--- config.mk ---
export PLATFORM = sky130hd
export DESIGN_NAME = mem_stage_dmem_ctrl
export DESIGN_NICKNAME = d
export VERILOG_FILES = /design/src/rtl/mem_stage_dmem_ctrl.sv
export SDC_FILE = /design/constraint.sdc
export NUM_CORES = 1
export LEC_CHECK = 0
export CAP_MARGIN = 10
export CORE_AREA = 3 3 94 96
export DETAILED_ROUTE_END_ITERATION = 8
export DIE_AREA = 0 0 97 99
export DONT_BUFFER_PORTS = 1
export PLACE_DENSITY = 0.59
export SLEW_MARGIN = 30
export SYNTH_ARGS = -nofsm -noshare
export SYNTH_HDL_FRONTEND = slang
export SYNTH_SLANG_ARGS = --single-unit
--- constraint.sdc ---
create_clock -name clk -period 2.3 [get_ports clk]
set_input_delay 0.46 -clock clk [delete_from_list [all_inputs] [get_ports clk]]
set_output_delay 0.46 -clock clk [all_outputs]
set_load 0.02 [all_outputs]
--- src/rtl/mem_stage_dmem_ctrl.sv ---
// MEM-stage data-memory controller: dcache handshake, pipeline stall,
// store lane formatting and load alignment/extension for the RV32I core.
module mem_stage_dmem_ctrl #(
  parameter int PERF_W = 32
) (
  input  logic              clk,
  input  logic              rst,
  input  logic              valid,
  input  logic              mem_read,
  input  logic              mem_write,
  input  logic [2:0]        funct3,
  input  logic [31:0]       addr,
  input  logic [31:0]       rs2_data,
  output logic              data_read,
  output logic              data_write,
  output logic [31:0]       data_addr,
  output logic [3:0]        data_mbe,
  output logic [31:0]       data_wdata,
  input  logic              data_resp,
  input  logic [31:0]       data_rdata,
  output logic              stall,
  output logic [31:0]       load_data,
  output logic              load_valid,
  output logic              misalign,
  output logic [PERF_W-1:0] stall_cycles
);

  typedef enum logic [0:0] {IDLE = 1'b0, BUSY = 1'b1} state_t;

  state_t            state_r;
  logic [PERF_W-1:0] stall_cycles_r;
  logic              mem_op_s;
  logic              illegal_s;
  logic              unaligned_s;
  logic              req_s;
  logic              stall_s;
  logic [7:0]        byte_s;
  logic [15:0]       half_s;

  assign mem_op_s = valid & (mem_read | mem_write);
  assign req_s    = mem_op_s & ~misalign;
  assign stall_s  = req_s & ~data_resp;

  // Legality and alignment of the access; reads win when both ops are set.
  always_comb begin
    illegal_s   = 1'b0;
    unaligned_s = 1'b0;
    if (mem_read) begin
      illegal_s = (funct3 == 3'b011) | (funct3 == 3'b110) | (funct3 == 3'b111);
    end else if (mem_write) begin
      illegal_s = (funct3 > 3'b010);
    end else begin
      illegal_s = 1'b0;
    end
    case (funct3[1:0])
      2'b01:   unaligned_s = addr[0];
      2'b10:   unaligned_s = (addr[1:0] != 2'b00);
      default: unaligned_s = 1'b0;
    endcase
    misalign = mem_op_s & (illegal_s | unaligned_s);
  end

  // Request, address and store-lane formatting.
  always_comb begin
    data_read  = req_s & mem_read;
    data_write = req_s & mem_write & ~mem_read;
    data_addr  = 32'h0000_0000;
    data_mbe   = 4'b0000;
    data_wdata = 32'h0000_0000;
    if (req_s) begin
      data_addr = {addr[31:2], 2'b00};
    end else begin
      data_addr = 32'h0000_0000;
    end
    if (data_write) begin
      case (funct3)
        3'b000: begin
          data_mbe   = 4'b0001 << addr[1:0];
          data_wdata = {4{rs2_data[7:0]}};
        end
        3'b001: begin
          data_mbe   = 4'b0011 << {addr[1], 1'b0};
          data_wdata = {2{rs2_data[15:0]}};
        end
        3'b010: begin
          data_mbe   = 4'b1111;
          data_wdata = rs2_data;
        end
        default: begin
          data_mbe   = 4'b0000;
          data_wdata = 32'h0000_0000;
        end
      endcase
    end else begin
      data_mbe   = 4'b0000;
      data_wdata = 32'h0000_0000;
    end
  end

  // Load lane selection and sign/zero extension.
  always_comb begin
    load_valid = data_resp & mem_read & req_s;
    byte_s     = data_rdata[8*addr[1:0] +: 8];
    half_s     = addr[1] ? data_rdata[31:16] : data_rdata[15:0];
    load_data  = 32'h0000_0000;
    if (load_valid) begin
      case (funct3)
        3'b000:  load_data = {{24{byte_s[7]}}, byte_s};
        3'b001:  load_data = {{16{half_s[15]}}, half_s};
        3'b010:  load_data = data_rdata;
        3'b100:  load_data = {24'h00_0000, byte_s};
        3'b101:  load_data = {16'h0000, half_s};
        default: load_data = 32'h0000_0000;
      endcase
    end else begin
      load_data = 32'h0000_0000;
    end
  end

  assign stall        = stall_s;
  assign stall_cycles = stall_cycles_r;

  // Access FSM and saturating stall counter; a flush drops BUSY so nothing hangs.
  always_ff @(posedge clk) begin
    if (rst) begin
      state_r        <= IDLE;
      stall_cycles_r <= {PERF_W{1'b0}};
    end else begin
      case (state_r)
        IDLE:    state_r <= (req_s & ~data_resp) ? BUSY : IDLE;
        BUSY:    state_r <= (data_resp | ~req_s) ? IDLE : BUSY;
        default: state_r <= IDLE;
      endcase
      if (stall_s && (stall_cycles_r != {PERF_W{1'b1}})) begin
        stall_cycles_r <= stall_cycles_r + {{(PERF_W-1){1'b0}}, 1'b1};
      end else begin
        stall_cycles_r <= stall_cycles_r;
      end
    end
  end

endmodule
==> flow_summary.ini, run 1 <==
[logic_synthesis]
synth_simple_gate_area_share_pct = 38.37
ys.flop_type = dfxtp_1
synth_adder_area_share_pct = 2.354
synth-seq-cells = 32
synthMuxAreaShare_pct = 3.609
syn_inst = 481
synth_xor_area_share_pct = 4.119
synthArstFlopShare_pct = 0
synth-seq-area-share_pct = 20.09
yosysWarnings = 0
synth_top_family_by_area = simple AND/OR/NAND/NOR gates
synth_compound_area_share_pct = 25.15
synth.avg_cell_area_um2 = 6.631
synth_cell_types = 54
syn_area_mm2 = 0.003189
synth_edf_count = 0

[layout]
fin_util_pct = 58.74
final_cells = 669
drive_gt1_share_pct = 39.89
synthToLayoutAreaGrowth_pct = 49.82
largest_reg_flops = 32
antenna_cells = 0
nNetsFinal = 674
fin_area_mm2 = 0.004778

[global_route]
grt.met2_usage_pct = 41.67
grt_pass1_vias = 3677
grt_max_degree = 37
grt_antenna_before_repair = 0
grt_use_met1_pct = 26.30
grtUsageTotal_pct = 23.28
grt_pass1_wl_um = 18730
overflow = 0
top_usage_layer = met2
use_met3_pct = 8.280

[sta]
rsz0062_at_grt = yes
final_max_slew_viol_count = 0
final.period_utilization_pct = 102.9
finClkSkew_ps = 11.01
hold_violations = 0
worst_slack_ps = -66.16
setup_viol = 33
fmax_mhz = 422.6
fin_crit_ps = 2366

[clocking]
cts_tree = done
clk_pin_slew_ps = 70
clockBufferDepth = 2
cts.sink_count = 32
numCtsBuffers = 5
htreeDepth = 2
cts_root_buf = clkbuf_8
hold_buffers = 0
clk_latency_ps = 290

[floorplan]
ios = 242
coreArea_mm2 = 0.008134
die_h_um = 99
dieArea_mm2 = 0.009603
initial_core_util_pct = 39.21
die_w_um = 97
rows = 33

[status]
violations = setup timing
outcome = complete, but fails checks

[power_and_ir_drop]
power.density_mw_per_mm2 = 298.8
leakage_nw = 1.760
p_total_w = 0.001428
peakVddDrop_uv = 401.8

[routing]
drcViolationCount = 0
wl_um = 12340
drt_first_pass_iters = 5
vias = 3889
wl_per_cell_um = 18.44
ant_nets = 0
drtIter0Drc = 140
vias_per_cell = 5.813

[setup_path]
crit_fanout = 6
max_stage_delay_ps = 220
path_class = in2out
cp-end-kind = output pin
cp.arrival_ps = 1910
path_cells = inv_12 > ha_4 > and3_4 > nor3_4 > and3_4 > and2_4 > nand2_4 > buf_16 > a21oi_4
rrSetupSlack_ps = 170
required_ps = 1840
worst_setup_path_start_kind = primary input
cp_top_family = simple AND/OR/NAND/NOR gates
critPathSlowestCell = ha_4
cp_num_cells = 9
crit_buf_inv = 2
crit_path_frequent_cell = and3_4
r2r_cells = 7

[min_path]
hold_path.class = in2reg
holdPathStages = 1

[placement]
dp_cells = 652
place_area_mm2 = 0.004413
place_congestion = 0.9220
hpwl_um = 9643
port_buffers = 0

[job]
cap_violations = 0
stage by stage:
step                worst slack [ps]  hold slack (ps)  TNS, ps
detailed placement            -93.39            528.6    -2036
global placement              -82.15            526.1    -1679
global route                  -119.8            217.1    -3899
floorplan                     -124.7            522.4    -3610
finish                        -66.16            230.3    -1456
CTS                           -84.08            220.0    -2075
cells in the mapped netlist, drive strengths merged, types with 8 or more instances:
cell | instances | area (um2)
o21ai | 32 | 163.9
and3 | 10 | 63.81
a21oi | 55 | 279.0
dfxtp | 32 | 640.6
nand3 | 28 | 157.7
buf | 8 | 56.29
nand4 | 11 | 75.07
and2 | 42 | 264.0
inv | 9 | 33.78
or3 | 14 | 88.84
a31oi | 10 | 62.56
a22oi | 9 | 67.56
clkbuf | 26 | 97.59
xor2 | 15 | 131.4
nand2 | 68 | 255.2
nor2 | 50 | 187.7
worst reg2reg max path, delay by kind of cell, from the launching register on:
family	cells	cell delay, ps
xor+xnor	1	150
flops	1	350
buf+inv	1	180
simple gates	5	1340
cell type report:
type / instances / area (um2)
Multi-Input combinational cell: 407 / 2861
Timing Repair Buffer: 108 / 996.0
Sequential cell: 32 / 640.6
Tap cell: 105 / 131.4
Inverter: 9 / 58.81
Clock buffer: 8 / 90.09
Fill cell: 763 / 3356
kinds of logic (layout without fill, tap and decap cells):
kind of cell             count (synthesis)  after routing
buffers and inverters                   44            125
AO/OA/AOI/OAI                          131            131
multiplexers                            10             10
other                                    1              2
flip-flops                              32             32
XOR/XNOR                                15             15
AND/OR/NAND/NOR                        242            243
adder cells (fa/ha/maj)                  6              6
power by group:
| group | internal (W) | switching (W) |
|---|---|---|
| registers | 0.000555 | 0.00000105 |
| logic | 0.000172 | 0.000243 |
| clock network | 0.000244 | 0.000212 |
| total | 0.000972 | 0.000456 |
metal layers:
layer / vias to the layer above / share of wire [%]
met4: 0 / 1.7
met5: - / 0
met2: 188 / 52
li1: 1875 / -
met3: 22 / 9.5
met1: 1804 / 37
worst paths after layout:
kind,from,endpoint
min reg2reg,stall_cycles[8]$_SDFFE_PP0P_,stall_cycles[8]$_SDFFE_PP0P_
max,funct3[1],load_data[26]
min,rst,stall_cycles[27]$_SDFFE_PP0P_
max reg2reg,stall_cycles[30]$_SDFFE_PP0P_,stall_cycles[7]$_SDFFE_PP0P_
placed cells by master (no fill, tap or decap), drive strengths merged, types with 10 or more instances in the layout:
master,netlist,layout
and2,42,42
nand2,68,69
clkbuf,26,12
nand4,11,11
and3,10,10
o21ai,32,32
a31oi,10,10
buf,8,104
nor2,50,50
a21oi,55,55
xor2,15,15
nand3,28,28
dfxtp,32,32
or3,14,14
timing repair:
item / CTS / global route
gates resized for setup: 36 / 19
endpoints found under the hold margin: 0 / 0
gates cloned: 1 / 5
pin swaps: 0 / 8
endpoints found under the setup margin: 61 / 85
setup buffers: 1 / 2
Note: power is estimated with default switching activity, not from simulation.
==> inputs of run 2 (changes only) <==
- CORE_AREA: 3 3 94 96 -> 2 2 93 95
- DIE_AREA: 0 0 97 99 -> 0 0 95 97
==> run 2 against run 1 <==
The run still ends with setup timing left. Die area down 4.0%. Critical path depth is the same. Clock power shrank 11%. Worst hold slack improved by 2.1 ps. First-iteration DRC count is 7.9% lower. Power decreased by 3.5%. Final cell count fell by 0.30%. Cell area is 1.1% lower. Global-route usage is 0.75 points higher. Sequential share of layout area increased by 0.15 points. Core utilization shrank 0.63 points. Combinational power is essentially flat.
==> flow_summary.ini, run 2 (synthesis gave the netlist of run 1 again) <==
[status]
outcome = complete, but fails checks
violations = setup timing

[sta]
final.period_utilization_pct = 102.4
relSlewSlack_pct = 65.68
final_max_slew_viol_count = 0
finClkSkew_ps = 10.04
worstMarginPinSlew_ps = 514.7
rsz0062_at_grt = yes
fin_crit_ps = 2355
worst_slack_ps = -54.94
holdWs_ps = 232.4
fmax_mhz = 424.6
hold_violations = 0
setup_viol = 31

[setup_path]
crit_path_frequent_cell = and3_4
path_class = in2out
crit_buf_inv = 2
crit_fanout = 8
cp-end-kind = output pin
max_stage_delay_ps = 220
cp.arrival_ps = 1890
critPathSlowestCell = ha_4
path_cells = inv_12 > ha_4 > and3_4 > nor3_4 > and3_4 > and2_4 > nand2_8 > buf_16 > a21oi_4
cp_top_family = simple AND/OR/NAND/NOR gates
worst_setup_path_start_kind = primary input
required_ps = 1840

[global_route]
overflow = 0
grt_max_degree = 37
grtUsageTotal_pct = 24.02
grt_antenna_before_repair = 0
grt_pass1_vias = 3699
grt_pass1_wl_um = 18060

[layout]
layout_common_cells = buf_4, nand2_1, and2_2
nNetsFinal = 673
synthToLayoutAreaGrowth_pct = 48.21
antenna_cells = 0
layout_commonest_cell = buf_4
drive_gt1_share_pct = 39.50
fin_area_mm2 = 0.004727
seq_area_um2 = 640.6
multi_input_area_mm2 = 0.002840
nFillCells = 772
fin_util_pct = 58.11
largest_reg_flops = 32

[routing]
ant_nets = 0
wl_per_cell_um = 17.83
vias = 3789
drt_first_pass_iters = 4
drcViolationCount = 0
vias_per_cell = 5.681
wl_um = 11890
drtIter0Drc = 129

[clocking]
clockBufferDepth = 2
clk_latency_ps = 280
cts.sink_count = 32
htreeDepth = 2
cts_tree = done
clk_pin_slew_ps = 60
cts_root_buf = clkbuf_8
numCtsBuffers = 5
hold_buffers = 0

[floorplan]
initial_core_util_pct = 39.21
die_w_um = 95
coreArea_mm2 = 0.008134
rows = 33
die_h_um = 97
ios = 242
dieArea_mm2 = 0.009215

[placement]
hpwl_um = 9432
place_congestion = 0.8061
place_area_mm2 = 0.004420
port_buffers = 0

[min_path]
hold_path.class = in2reg

[power_and_ir_drop]
leakage_nw = 1.733
power.density_mw_per_mm2 = 291.3
peakVddDrop_uv = 316.7

[job]
cap_violations = 0
-- run 2: changes by cell type in the layout (fill, tap and decap cells not counted), sizes merged --
cell and delta:
buf +3, clkbuf -5, clkinv +1, nand2 -1
-- run 2: final cells by class --
cell class | count | share of cell area, %
Multi-Input combinational cell | 406 | 60.08
Timing Repair Buffer | 108 | 20.80
Sequential cell | 32 | 13.55
Tap cell | 105 | 2.779
Clock buffer | 6 | 1.535
Inverter | 9 | 1.138
Clock inverter | 1 | 0.1059
-- run 2: worst paths after layout --
check | endpoint | cells past startpoint | slack [ps] | start
max | load_data[16] | 9 | -50 | funct3[1]
min | stall_cycles[1]$_SDFFE_PP0P_ | 1 | 230 | rst
min reg2reg | stall_cycles[3]$_SDFFE_PP0P_ | 2 | 550 | stall_cycles[3]$_SDFFE_PP0P_
max reg2reg | stall_cycles[7]$_SDFFE_PP0P_ | 7 | 120 | stall_cycles[30]$_SDFFE_PP0P_
-- run 2: stage by stage --
stage                     power (W)  cells  TNS (ps)  setup WS, ps
after global placement    0.0009501    653     -2006        -91.72
final                      0.001377    667     -1106        -54.94
after detailed placement  0.0009560    653     -2477        -111.7
after global routing       0.001436    667     -3015        -105.3
after CTS                  0.001379    665     -2258        -92.68
after floorplan           0.0008856    482     -3610        -124.7
-- run 2: report_power, final --
part	switching (W)	internal (W)
clock	0.000198	0.000205
sequential	0.000000755	0.000556
combinational	0.000242	0.000175
-- run 2: metal layers --
layer | vias up | track usage (%) | wire (um)
li1 | 1866 | - | -
met1 | 1765 | 26.49 | 4532
met2 | 142 | 43.48 | 6137
met3 | 16 | 7.165 | 1030
met4 | 0 | 7.135 | 190
met5 | - | 0 | 0
-- run 2: timing repair --
| action | in CTS | in global routing |
|---|---|---|
| pin swaps | 5 | 6 |
| gates resized for setup | 7 | 44 |
| endpoints found under the setup margin | 61 | 78 |
| cloned | 3 | 1 |
| buffers inserted | 2 | 1 |
-- run 2: worst register-to-register path, cell delays in order (launching register included) --
cell	delay, ps
dfxtp_1	350
nand4_1	180
or4_4	590
or3_1	440
buf_4	210
nand4_1	100
xor2_1	160
nor2_1	50
==> inputs of run 3 (changes only) <==
- CELL_PAD_IN_SITES_DETAIL_PLACEMENT: default -> 0
- CELL_PAD_IN_SITES_GLOBAL_PLACEMENT: default -> 2
- CORE_AREA: 2 2 93 95 -> default
- CORE_UTILIZATION: default -> 27
- DIE_AREA: 0 0 95 97 -> default
- HOLD_SLACK_MARGIN: default -> 0.08
- PLACE_DENSITY: 0.59 -> 0.8
==> run 3 against run 2 <==
The flow still finishes with violations (setup timing). Sequential share of layout area is 0.43 points lower. Via count increased by 2.9%. Wire length is 4.7% higher. Combinational power up 5%. Register-to-register slack better by 40 ps. Critical path depth is the same. Non-clock buffer count is 2 lower. Clock power rose by 67%.
==> flow_summary.ini, run 3 (synthesis gave the netlist of run 1 again) <==
[floorplan]
die_w_um = 110.7
dieArea_mm2 = 0.01225
initial_core_util_pct = 27.81
rows = 39
die_h_um = 110.7
coreArea_mm2 = 0.01147
ios = 242

[sta]
worstMarginPinSlew_ps = 507.6
worst_slack_ps = -92.21
hold_violations = 0
final.period_utilization_pct = 104.0
rsz0062_at_grt = yes
final_max_slew_viol_count = 0
finClkSkew_ps = 2.478
setup_viol = 32
relSlewSlack_pct = 65.90
fin_crit_ps = 2392
fmax_mhz = 418.0

[setup_path]
path_class = in2out
cp-end-kind = output pin
critPathSlowestCell = ha_4
max_stage_delay_ps = 230
crit_path_frequent_cell = and3_4
worst_setup_path_start_kind = primary input
required_ps = 1840
cp.arrival_ps = 1930
crit_fanout = 8
path_cells = inv_12 > ha_4 > and3_4 > nor3_4 > and3_4 > and2_4 > nand2_8 > buf_12 > a21oi_4

[layout]
layout_commonest_cell = buf_4
synthToLayoutAreaGrowth_pct = 53.04
layout_common_cells = buf_4, nand2_1, nor2_1
drive_gt1_share_pct = 39.46
fin_area_mm2 = 0.004881
nNetsFinal = 671
largest_reg_flops = 32
antenna_cells = 0

[power_and_ir_drop]
power.density_mw_per_mm2 = 341.7
peakVddDrop_uv = 407.0
p_total_w = 0.001668
leakage_nw = 1.778

[global_route]
grt_pass1_wl_um = 19240
overflow = 0
grt_max_degree = 33
grt_pass1_vias = 3661
grtUsageTotal_pct = 18.98
grt_antenna_before_repair = 0

[routing]
vias = 3900
vias_per_cell = 5.548
drt_first_pass_iters = 5
met2WireLength_um = 6515
wl_per_cell_um = 17.70
highest_layer = met4
drtIter0Drc = 201
wl_um = 12440
met1_length_um = 4955
drcViolationCount = 0
ant_nets = 0
wl_met3_um = 872

[job]
cap_violations = 0

[placement]
hpwl_um = 9701
place_congestion = 0.8620
place_area_mm2 = 0.004431
port_buffers = 0

[clocking]
clockBufferDepth = 2
cts_root_buf = clkbuf_16
cts.sink_count = 32
clk_pin_slew_ps = 50
cts_tree = done
clk_latency_ps = 270
numCtsBuffers = 5
htreeDepth = 2

[min_path]
hold_path.class = in2reg

[status]
violations = setup timing
outcome = complete, but fails checks
==> run 3: cell types whose count changed in the layout (fill, tap and decap cells not counted), sizes merged <==
cell    previous run  this run
clkinv             1         0
buf              107       104
clkbuf             7         9
==> run 3: final cells by class <==
| class | count | area, um2 |
|---|---|---|
| Fill cell | 1159 | 6586 |
| Tap cell | 143 | 178.9 |
| Clock buffer | 7 | 152.6 |
| Inverter | 9 | 53.80 |
| Multi-Input combinational cell | 406 | 2885 |
| Sequential cell | 32 | 640.6 |
| Timing Repair Buffer | 106 | 969.7 |
==> run 3: metrics by stage <==
step	worst slack, ps	cells	util (%)	hold WS (ps)	setup TNS, ps
2_1_floorplan	-124.7	482	-	522.4	-3610
3_3_place_gp	-82.37	686	38.64	489.4	-3871
3_5_place_dp	-146.3	686	38.64	495.0	-5916
4_1_cts	-117.1	698	41.46	241.5	-3464
5_1_grt	-142.9	703	42.56	237.5	-4845
6_report	-92.21	703	42.56	244.7	-2150
==> run 3: final timing paths <==
path | cells after the start | from | slack, ps | end
hold reg to reg | 2 | stall_cycles[15]$_SDFFE_PP0P_ | 510 | stall_cycles[15]$_SDFFE_PP0P_
setup / recovery | 9 | funct3[1] | -90 | load_data[19]
setup reg to reg | 7 | stall_cycles[28]$_SDFFE_PP0P_ | 160 | stall_cycles[4]$_SDFFE_PP0P_
hold / removal | 1 | rst | 240 | stall_cycles[1]$_SDFFE_PP0P_
==> run 3: where the power goes <==
part	internal (W)	switching, W	total, W
registers	0.000557	0.000000819	0.000558
logic	0.000189	0.000247	0.000436
clock network	0.000453	0.000220	0.000674
==> run 3: routing by layer <==
layer | GRT usage, % | vias up
met2 | 34.87 | 180
met3 | 4.538 | 9
met5 | 0 | -
li1 | - | 1866
met1 | 22.43 | 1845
met4 | 3.289 | 0
==> run 3: critical path, delay by kind of cell <==
kind | cells | cell delay (ps)
simple gates | 5 | 840
fa+ha+maj | 1 | 230
buf+inv | 2 | 210
compound gates | 1 | 190
==> run 3: timing repair <==
| action | 4_1_cts | 5_1_grt |
|---|---|---|
| endpoints found under the setup margin | 63 | 104 |
| cloned | 2 | 3 |
| buffers inserted | 3 | 3 |
| hold buffers | 0 | 0 |
| pin swaps | 5 | 6 |
| resized for setup | 43 | 36 |
